--- src/rtl/rvfi_cmp_pkg.sv ---
// Shared types for the RVFI core-vs-reference comparator.
// Used by rvfi_cmp_fifo and rvfi_compare.
package rvfi_cmp_pkg;

   localparam int RVFI_XLEN = 32;

   typedef enum logic [1:0] {
      IDLE   = 2'd0,
      RUN    = 2'd1,
      FAULT  = 2'd2,
      HALTED = 2'd3
   } cmp_state_e;

   typedef enum logic [2:0] {
      FLD_ORDER    = 3'd0,
      FLD_INSN     = 3'd1,
      FLD_TRAP     = 3'd2,
      FLD_PC_RDATA = 3'd3,
      FLD_PC_WDATA = 3'd4,
      FLD_RD1      = 3'd5,
      FLD_MEM_ADDR = 3'd6,
      FLD_MEM_W    = 3'd7
   } cmp_field_e;

   typedef enum logic [1:0] {
      FLT_NONE      = 2'd0,
      FLT_OVERFLOW  = 2'd1,
      FLT_UNDERFLOW = 2'd2
   } cmp_fault_e;

   typedef struct packed {
      logic [63:0]              order;
      logic [31:0]              insn;
      logic                     trap;
      logic [RVFI_XLEN-1:0]     pc_rdata;
      logic [RVFI_XLEN-1:0]     pc_wdata;
      logic [4:0]               rd1_addr;
      logic [RVFI_XLEN-1:0]     rd1_wdata;
      logic [RVFI_XLEN-1:0]     mem_addr;
      logic [RVFI_XLEN/8-1:0]   mem_rmask;
      logic [RVFI_XLEN/8-1:0]   mem_wmask;
      logic [RVFI_XLEN-1:0]     mem_wdata;
   } rvfi_cmp_entry_t;

   // x0 writes and inactive memory ports carry don't-care data
   function automatic logic [7:0] cmp_fields(input rvfi_cmp_entry_t c,
                                             input rvfi_cmp_entry_t r);
      logic [7:0] m;
      logic       mem_act;
      m = '0;
      mem_act = |{c.mem_rmask, c.mem_wmask, r.mem_rmask, r.mem_wmask};
      m[FLD_ORDER]    = c.order != r.order;
      m[FLD_INSN]     = c.insn != r.insn;
      m[FLD_TRAP]     = c.trap != r.trap;
      m[FLD_PC_RDATA] = c.pc_rdata != r.pc_rdata;
      m[FLD_PC_WDATA] = c.pc_wdata != r.pc_wdata;
      m[FLD_RD1]      = (c.rd1_addr != r.rd1_addr) ||
                        ((c.rd1_addr != '0) && (c.rd1_wdata != r.rd1_wdata));
      m[FLD_MEM_ADDR] = mem_act && (c.mem_addr != r.mem_addr);
      m[FLD_MEM_W]    = (c.mem_wmask != r.mem_wmask) ||
                        ((c.mem_wmask != '0) && (c.mem_wdata != r.mem_wdata));
      return m;
   endfunction

endpackage

--- src/rtl/rvfi_cmp_fifo.sv ---
// In-order queue of core retirements awaiting their reference result.
// Push on full is legal when a pop happens in the same cycle.
module rvfi_cmp_fifo
   import rvfi_cmp_pkg::*;
#(
   parameter int DEPTH = 4
) (
   input  logic            clk,
   input  logic            reset,
   input  logic            i_push,
   input  logic            i_pop,
   input  rvfi_cmp_entry_t i_data,
   output rvfi_cmp_entry_t o_data,
   output logic            o_full,
   output logic            o_empty
);

   localparam int AW = $clog2(DEPTH);

   rvfi_cmp_entry_t r_mem [DEPTH];
   logic [AW:0]     r_wr;
   logic [AW:0]     r_rd;

   always_ff @(posedge clk) begin
      if (reset) begin
         r_wr <= '0;
         r_rd <= '0;
      end else begin
         if (i_push) r_wr <= r_wr + 1'b1;
         if (i_pop)  r_rd <= r_rd + 1'b1;
      end
   end

   always_ff @(posedge clk) begin
      if (i_push) r_mem[r_wr[AW-1:0]] <= i_data;
   end

   assign o_data  = r_mem[r_rd[AW-1:0]];
   assign o_empty = r_wr == r_rd;
   assign o_full  = (r_wr[AW] != r_rd[AW]) &&
                    (r_wr[AW-1:0] == r_rd[AW-1:0]);

endmodule

--- src/rtl/rvfi_compare.sv ---
// Compares core RVFI retirements against ISS reference results, in order.
// Optional macro RVFI_CMP_HALT_ON_MISMATCH_EN: stop at the first mismatch.
module rvfi_compare
   import rvfi_cmp_pkg::*;
#(
   parameter int XLEN       = RVFI_XLEN,
   parameter int FIFO_DEPTH = 4,
   parameter int CNT_W      = 32
) (
   input  logic              clk,
   input  logic              reset,
   input  logic              core_valid,
   input  logic [63:0]       core_order,
   input  logic [31:0]       core_insn,
   input  logic              core_trap,
   input  logic [XLEN-1:0]   core_pc_rdata,
   input  logic [XLEN-1:0]   core_pc_wdata,
   input  logic [4:0]        core_rd1_addr,
   input  logic [XLEN-1:0]   core_rd1_wdata,
   input  logic [XLEN-1:0]   core_mem_addr,
   input  logic [XLEN/8-1:0] core_mem_rmask,
   input  logic [XLEN/8-1:0] core_mem_wmask,
   input  logic [XLEN-1:0]   core_mem_wdata,
   input  logic              ref_valid,
   input  logic [63:0]       ref_order,
   input  logic [31:0]       ref_insn,
   input  logic              ref_trap,
   input  logic [XLEN-1:0]   ref_pc_rdata,
   input  logic [XLEN-1:0]   ref_pc_wdata,
   input  logic [4:0]        ref_rd1_addr,
   input  logic [XLEN-1:0]   ref_rd1_wdata,
   input  logic [XLEN-1:0]   ref_mem_addr,
   input  logic [XLEN/8-1:0] ref_mem_rmask,
   input  logic [XLEN/8-1:0] ref_mem_wmask,
   input  logic [XLEN-1:0]   ref_mem_wdata,
   output logic              cmp_valid,
   output logic              cmp_mismatch,
   output logic [7:0]        cmp_field_mask,
   output logic [63:0]       cmp_order,
   output logic [CNT_W-1:0]  match_cnt,
   output logic [CNT_W-1:0]  mismatch_cnt,
   output logic              fault,
   output logic [1:0]        fault_code,
   output logic [1:0]        state_o
);

   cmp_state_e      r_state, w_state_nxt;
   cmp_fault_e      r_fault_code;
   rvfi_cmp_entry_t w_core, w_ref, w_head;
   logic            w_full, w_empty, w_active;
   logic            w_push, w_pop, w_ovf, w_unf, w_fault_ev;
   logic [7:0]      w_mask;
   logic            w_mis;
   logic            r_cmp_valid, r_cmp_mismatch, r_fault;
   logic [7:0]      r_cmp_mask;
   logic [63:0]     r_cmp_order;
   logic [CNT_W-1:0] r_match_cnt, r_mismatch_cnt;

   assign w_core = '{core_order, core_insn, core_trap, core_pc_rdata,
                     core_pc_wdata, core_rd1_addr, core_rd1_wdata,
                     core_mem_addr, core_mem_rmask, core_mem_wmask,
                     core_mem_wdata};
   assign w_ref  = '{ref_order, ref_insn, ref_trap, ref_pc_rdata,
                     ref_pc_wdata, ref_rd1_addr, ref_rd1_wdata,
                     ref_mem_addr, ref_mem_rmask, ref_mem_wmask,
                     ref_mem_wdata};

   // No bypass: a ref result can only match an entry queued earlier
   assign w_active   = (r_state == IDLE) || (r_state == RUN);
   assign w_pop      = ref_valid && (r_state == RUN) && !w_empty;
   assign w_unf      = ref_valid && w_active && w_empty;
   assign w_ovf      = core_valid && (r_state == RUN) && w_full && !w_pop;
   assign w_fault_ev = w_unf || w_ovf;
   assign w_push     = core_valid && w_active && !w_fault_ev &&
                       (!w_full || w_pop);

   assign w_mask = cmp_fields(w_head, w_ref);
   assign w_mis  = |w_mask;

   rvfi_cmp_fifo #(.DEPTH(FIFO_DEPTH)) u_fifo (
      .clk     (clk),
      .reset   (reset),
      .i_push  (w_push),
      .i_pop   (w_pop),
      .i_data  (w_core),
      .o_data  (w_head),
      .o_full  (w_full),
      .o_empty (w_empty)
   );

   always_comb begin
      w_state_nxt = r_state;
      unique case (r_state)
         IDLE: begin
            if (w_fault_ev)      w_state_nxt = FAULT;
            else if (core_valid) w_state_nxt = RUN;
         end
         RUN: begin
            if (w_fault_ev) w_state_nxt = FAULT;
`ifdef RVFI_CMP_HALT_ON_MISMATCH_EN
            else if (w_pop && w_mis) w_state_nxt = HALTED;
`endif
         end
         default: w_state_nxt = r_state;
      endcase
   end

   always_ff @(posedge clk) begin
      if (reset) begin
         r_state        <= IDLE;
         r_fault_code   <= FLT_NONE;
         r_fault        <= 1'b0;
         r_cmp_valid    <= 1'b0;
         r_cmp_mismatch <= 1'b0;
         r_cmp_mask     <= '0;
         r_cmp_order    <= '0;
         r_match_cnt    <= '0;
         r_mismatch_cnt <= '0;
      end else begin
         r_state     <= w_state_nxt;
         r_cmp_valid <= w_pop;
         if (w_pop) begin
            r_cmp_mismatch <= w_mis;
            r_cmp_mask     <= w_mask;
            r_cmp_order    <= w_head.order;
            if (w_mis) begin
               if (r_mismatch_cnt != '1)
                  r_mismatch_cnt <= r_mismatch_cnt + 1'b1;
            end else if (r_match_cnt != '1) begin
               r_match_cnt <= r_match_cnt + 1'b1;
            end
         end
         if (w_fault_ev && !r_fault) begin
            r_fault      <= 1'b1;
            r_fault_code <= w_ovf ? FLT_OVERFLOW : FLT_UNDERFLOW;
         end
      end
   end

   assign cmp_valid      = r_cmp_valid;
   assign cmp_mismatch   = r_cmp_mismatch;
   assign cmp_field_mask = r_cmp_mask;
   assign cmp_order      = r_cmp_order;
   assign match_cnt      = r_match_cnt;
   assign mismatch_cnt   = r_mismatch_cnt;
   assign fault          = r_fault;
   assign fault_code     = r_fault_code;
   assign state_o        = r_state;

endmodule

--- config.mk ---
export PLATFORM = sky130hd
export DESIGN_NAME = rvfi_compare
export DESIGN_NICKNAME = d
export VERILOG_FILES = /design/src/rtl/rvfi_cmp_pkg.sv /design/src/rtl/rvfi_cmp_fifo.sv /design/src/rtl/rvfi_compare.sv
export SDC_FILE = /design/constraint.sdc
export NUM_CORES = 1
export LEC_CHECK = 0
export CELL_PAD_IN_SITES_DETAIL_PLACEMENT = 0
export CELL_PAD_IN_SITES_GLOBAL_PLACEMENT = 1
export CORE_UTILIZATION = 47
export CTS_CLUSTER_DIAMETER = 200
export DETAILED_ROUTE_END_ITERATION = 7
export GPL_TIMING_DRIVEN = 0
export PLACE_DENSITY_LB_ADDON = 0.1
export SLEW_MARGIN = 0
export SYNTH_ARGS = -nofsm -noshare
export SYNTH_HDL_FRONTEND = slang
export SYNTH_HIERARCHICAL = 1
export SYNTH_SLANG_ARGS = --single-unit
--- constraint.sdc ---
create_clock -name clk -period 13.92 [get_ports clk]
set_clock_uncertainty 0.2 [all_clocks]
set_input_delay 2.784 -clock clk [delete_from_list [all_inputs] [get_ports clk]]
set_output_delay 2.784 -clock clk [all_outputs]
set_load 0.01 [all_outputs]
Word-level counts from Yosys, hierarchy flattened
Memories as Yosys holds them, arrays and structs flattened. A register that Yosys moved wholly into a read port is not among the register bits.
Index checks and enable logic that the tools add are counted.
{"block": "totals", "mem_bits_rw": 1080, "memories": 1, "inputBits": 544, "output_inout_bits": 143, "elab_cells": 78, "ff_bits": 149}
{"name": "u_fifo.r_mem", "words": 4, "width": 270, "rd": 1, "rd_ports_with_merged_regs": 1, "wr": 1, "line_no": "rvfi_cmp_fifo.sv:20", "text": "rvfi_cmp_entry_t r_mem [DEPTH];"}
{"block": "classes", "reduce_logical": 34, "addsub": 4, "mux": 9, "bitwise": 1, "n_eq_ne": 18}
{"cell": "32-bit != test", "n": 6}
{"cell": "32-bit by 1-bit adder with 32-bit output (second input constant)", "n": 2}
{"cell": "32-bit != test (second input constant)", "n": 2}
{"cell": "64-bit != test", "n": 1}
{"cell": "16-bit OR reduction", "n": 1}
{"cell": "1-bit logical AND", "n": 15}
{"cell": "2-bit 2-to-1 mux", "n": 6}
{"cell": "3-bit AND reduction", "n": 3}
{"cell": "8-bit OR reduction", "n": 1}
{"cell": "3-bit by 1-bit adder with 3-bit output (second input constant)", "n": 2}
{"cell": "1-bit zero test", "n": 5}
{"cell": "1-bit logical OR", "n": 5}
{"cell": "5-bit != test", "n": 1}
{"cell": "5-bit nonzero test", "n": 1}
{"cell": "4-bit != test", "n": 1}
{"cell": "2-bit one-hot mux with 2 select lines", "n": 1}
{"cell": "4-bit nonzero test", "n": 1}
{"cell": "3-bit equality test", "n": 1}
{"cell": "3-bit != test (second input constant)", "n": 1}
{"cell": "2-bit by 1-bit equality test with 1-bit output (second input constant)", "n": 1}
{"cell": "2-bit equality test", "n": 1}
{"cell": "2-bit zero test", "n": 1}
{"cell": "1-bit 2-to-1 mux", "n": 2}
{"cell": "1-bit != test", "n": 2}
{"cell": "other kinds (3)", "n": 3}

Depth between registers and ports, before layout
{"block": "logic_depth", "depth_word": 11, "ltp_mapped": 15, "mapped_depth_nobuf": 10}

Hierarchy
The synthesis kept the hierarchy.
{"module": "rvfi_cmp_fifo", "cells_per_inst": 1450, "n_inst": 1, "seq_area_each_um2": 32591.3, "area_each_um2": 39346.5}
{"module": "rvfi_compare", "cells_per_inst": 1124, "n_inst": 1, "seq_area_each_um2": 2862.7, "area_each_um2": 9063.7}

Worst setup path after synthesis
Ideal clock, no wire load.
{"block": "synth_timing", "path_kind": "input port to flip-flop", "from": "input ref_valid", "to": "memory u_fifo/r_mem[3][0] in the netlist's numbering (enable)", "setup_time_ns": 0.665, "slack_ns": 2.965, "n_path_buf": 2, "path_stages": 5, "arrival_time_ns": 10.091, "required_time_ns": 13.055, "cell_sequence": "nand4_1 -> clkbuf_1 -> a2111oi_0 -> clkbuf_1 -> and2_1"}
{"block": "synth_between", "elab_chain_len": 10, "word_cells_on_any_way": 13, "cone_classes": "2 x mux; 11 x reduce/logical"}
{"element": "start, declared", "line_no": "rvfi_compare.sv:24", "text": "input logic ref_valid,"}
{"element": "1-bit logical AND (2 in a row)", "line_no": "rvfi_compare.sv:70", "text": "assign w_pop = ref_valid && (r_state == RUN) && !w_empty;"}
{"element": "1-bit zero test", "line_no": "rvfi_compare.sv:72", "text": "assign w_ovf = core_valid && (r_state == RUN) && w_full && !w_pop;"}
{"element": "1-bit logical AND", "line_no": "rvfi_compare.sv:72"}
{"element": "1-bit logical OR", "line_no": "rvfi_compare.sv:73", "text": "assign w_fault_ev = w_unf || w_ovf;"}
{"element": "1-bit zero test", "line_no": "rvfi_compare.sv:74", "text": "assign w_push = core_valid && w_active && !w_fault_ev &&"}
{"element": "1-bit logical AND", "line_no": "rvfi_compare.sv:74"}
{"element": "1-bit logical AND (*)", "line_no": "rvfi_compare.sv:74"}
{"element": "net w_push", "line_no": "rvfi_compare.sv:51", "text": "logic w_push, w_pop, w_ovf, w_unf, w_fault_ev;"}
{"element": "1-bit 2-to-1 mux (*)", "line_no": "rvfi_cmp_fifo.sv:35", "text": "if (i_push) r_mem[r_wr[AW-1:0]] <= i_data;"}
{"element": "1-bit 2-to-1 mux (not written as such) (*)", "line_no": "rvfi_cmp_fifo.sv:35"}
{"element": "end, declared", "line_no": "rvfi_cmp_fifo.sv:20"}
The timed path passes the listed nets; every way through them passes the cells marked *.

Final worst setup path
{"block": "layout_timing", "from": "input ref_valid", "to": "memory u_fifo/r_mem[1][65] in the netlist's numbering (enable)"}
The elaborated chain is that of the path after synthesis.

==> out/qor.csv <==
stage,metric,value,unit
outcome,outcome,finished clean,
critical_path,worstPathMaxFanout,54,
timing,fin_crit_sh,51.38,%
yosys,yosysWarnings,6,
yosys,synth_top_cell_by_area,edfxtp_1,
critical_path,crit_chain,clkdlybuf4s50_1 -> nand4_1 -> clkbuf_1 -> a2111oi_0 -> clkbuf_1 -> and2_4 -> buf_16 -> buf_16 -> buf_16,
clocking,clock_path_buffers,3,
hold_path,hold_start,cmp_order[20],
final_layout,syn_to_final_growth,28.14,%
critical_path,crit_slowest_cell,and2_4,
routing,viasPerCell,5.522,
place,dp_hpwl,93000,um
critical_path,crit_family,buffers and inverters,
yosys,synth.most_common_cell,edfxtp_1,
critical_path,crit_top_cell,buf_16,
critical_path,r2r_start,u_fifo/r_wr[0],
place,numPlacedInstances,4649,
place,routabilityCongestion,0.8527,
timing,fin_crit,7.152,ns
yosys,ys.flop_type,edfxtp_1,
global_routing,track_usage,24.90,%
final_layout,num-fill-cells,7605,
global_routing,antenna_found_initial,65,
clocking,htree_levels,4,
critical_path,end_kind,register,
floorplan,start_util,47.51,%
yosys,synth-seq-area-share,73.24,%
critical_path,r2r_cells,11,
critical_path,r2r_end,u_fifo/r_mem[1][65],
clocking,cts_made_buffers,134,
place,portBuffers,686,
critical_path,arrival,7.35,ns
job,max_cap_viol_count,0,
hold_path,hold_end,cmp_order[20],
timing,finalMaxSlewViolations,0,
yosys,async_flop_share,0,%
final_layout,drive_gt1_share,16.31,%
yosys,ys_top_cells_by_count,"1080 x edfxtp_1, 270 x mux4_2, 169 x xor2_1",
routing,routedWlPerCell,26.33,um
yosys,synth_top_area_share,66.99,%
routing,via_count,27170,
routing,wirelength,129600,um
final_layout,final_area,62030,um2
floorplan,die_h,322.9,um
critical_path,critPathMaxStageDelay,0.73,ns
pwr,ir_drop,105.8,uV
routing,firstDrtPassIters,5,
final_layout,layout.nets,3968,
routing,ant_nets,0,
timing,fin_setup_tns,0,ns
critical_path,crit_buf_inv,6,
hold_path,hold_class,reg -> reg,
critical_path,start_kind,primary input,
timing,fmax,139.8,MHz
floorplan,die_w,322.9,um
clocking,post_cts_resize_count,0,
timing,setup_violations,0,
yosys,synth_edf_count,1080,
floorplan,coreArea,101900,um2
timing,slew_headroom,25.25,%
pwr,power_density,135.5,nW/um2
floorplan,num_rows,117,
global_routing,grt_max_degree,55,
timing,tightest_slew,1.121,ns
routing,drc,0,
yosys,synth_cell_type_count,47,
routing,drtIter0Drc,2008,
global_routing,grt_pass1_vias,28280,
clocking,cts.hold.buffers_added,0,
yosys,syn_nets,3125,
critical_path,worstPathRequired,14.12,ns
floorplan,io_pins,687,
clocking,cts_tree,built,
global_routing,grt-ovfl-total,0,
yosys,synth-seq-cells,1231,
timing,grt_setup_unrepaired,no,
floorplan,fp.dieArea,104300,um2
clocking,cts.sinks,1231,
yosys,postSynthCellCount,2574,
clocking,clk_pin_slew,0.05,ns
timing,hold_violations,0,
yosys,avgSynthCellArea,18.81,um2
clocking,cts-root-buf,clkbuf_16,
final_layout,stdcell_count,4920,
place,dpl_cell_area,57570,um2
yosys,synth.area.top_cells,"edfxtp_1 67%, mux4_2 13%, dfxtp_1 6.2%",
clocking,worstSkewPairLatency,0.74,ns
global_routing,grt_pass1_wl,186100,um
critical_path,worstSetupPathType,in -> reg,
hold_path,holdPathStages,2,
pwr,p_leak,19.53,nW
yosys,netlist_area,48410,um2
clocking,cts_setup_buffers,0,
critical_path,r2r_slack,8.49,ns
worst min-delay path, delay by kind of cell (launching register included):
family | cells | cell delay [ns]
flip-flops | 1 | 0.31
AND/OR/NAND/NOR | 1 | 0.05
AO/OA/AOI/OAI | 1 | 0.05
how the worst max path moves through the flow:
stage	slack, ns	cells after the start	startpoint	endpoint
after floorplan	2.96	5	ref_valid	u_fifo/r_mem[3][0]
after global placement	-4.00	6	ref_valid	u_fifo/r_mem[0][50]
after detailed placement	5.95	9	ref_valid	u_fifo/r_mem[1][61]
after CTS	6.75	9	ref_valid	u_fifo/r_mem[1][65]
after global routing	6.54	9	ref_valid	u_fifo/r_mem[1][65]
final	6.77	9	ref_valid	u_fifo/r_mem[1][65]
final cells by class:
cell class / count / area (um2) / share of cell area, %
Sequential cell: 1231 / 35450 / 57.15
Antenna cell: 27 / 67.56 / 0.1089
Tap cell: 1368 / 1712 / 2.759
Clock buffer: 179 / 3752 / 6.049
Clock inverter: 65 / 644.4 / 1.039
Buffer: 113 / 669.4 / 1.079
Inverter: 13 / 48.80 / 0.07866
Multi-Input combinational cell: 1217 / 12250 / 19.74
Timing Repair Buffer: 707 / 7437 / 11.99
power by group:
part | switching [mW] | total, mW | internal (mW)
Clock | 1.41 | 3.51 | 2.10
Combinational | 0.331 | 0.673 | 0.342
Sequential | 0.0347 | 4.22 | 4.18
Total | 1.78 | 8.40 | 6.63
placed cells by master, fill, tap and decap left out, types with 7 or more instances in the layout:
cell type and n:
buf_16 20, inv_1 12, clkbuf_16 142, mux4_2 270
ha_1 7, dfxtp_1 151, clkinv_1 23, buf_6 24
o21ai_0 17, nand4_1 67, edfxtp_1 1080, buf_1 7
clkdlybuf4s50_1 686, clkbuf_1 71, xnor2_1 105, nor3_1 23
nand3_1 24, a21oi_1 120, nor2_1 44, o31ai_1 27
or3_1 15, and3_1 14, nand2_1 157, clkinv_2 18
mux2_2 13, diode_2 27, buf_2 37, nor2b_1 15
or4_1 29, nor4_1 58, xor2_1 169, bufinv_16 11
per-layer routing:
layer | GRT usage, % | wire [um]
met1 | 30.17 | 49270
met2 | 42.26 | 66880
met3 | 7.300 | 9434
met4 | 9.057 | 3481
met5 | 0 | 480
state kept, by name (all words and copies together) (netlist names), named ones only:
signal,flops
cmp_field_mask,8
cmp_mismatch,1
cmp_order,64
cmp_valid,1
fault,1
fault_code,2
match_cnt,32
mismatch_cnt,32
state_o,2
u_fifo/r_mem,1080
u_fifo/r_rd,3
u_fifo/r_wr,3
cells by family after synthesis:
family | after synthesis | synth area share, %
AOI/OAI and AO/OA | 176 | 2.044
muxes | 285 | 12.90
buffers and inverters | 126 | 1.484
and+or+nand+nor | 475 | 5.192
DFF | 1231 | 73.24
xor gates and xnor gates | 274 | 4.957
adders and majority gates | 7 | 0.1809
stage by stage:
stage          utilization [%]  worst slack (ns)  power (mW)  hold WS [ns]
6_report                 60.88             6.768       8.403        0.2543
2_1_floorplan                -             2.965       4.649        0.2743
3_3_place_gp             55.93            -4.004       5.020        0.2422
5_1_grt                  60.87             6.540       8.668        0.2793
3_5_place_dp             56.50             5.948       4.978        0.2453
4_1_cts                  60.82             6.747       8.487        0.2528
No activity file was read; power rests on OpenSTA's default activity.
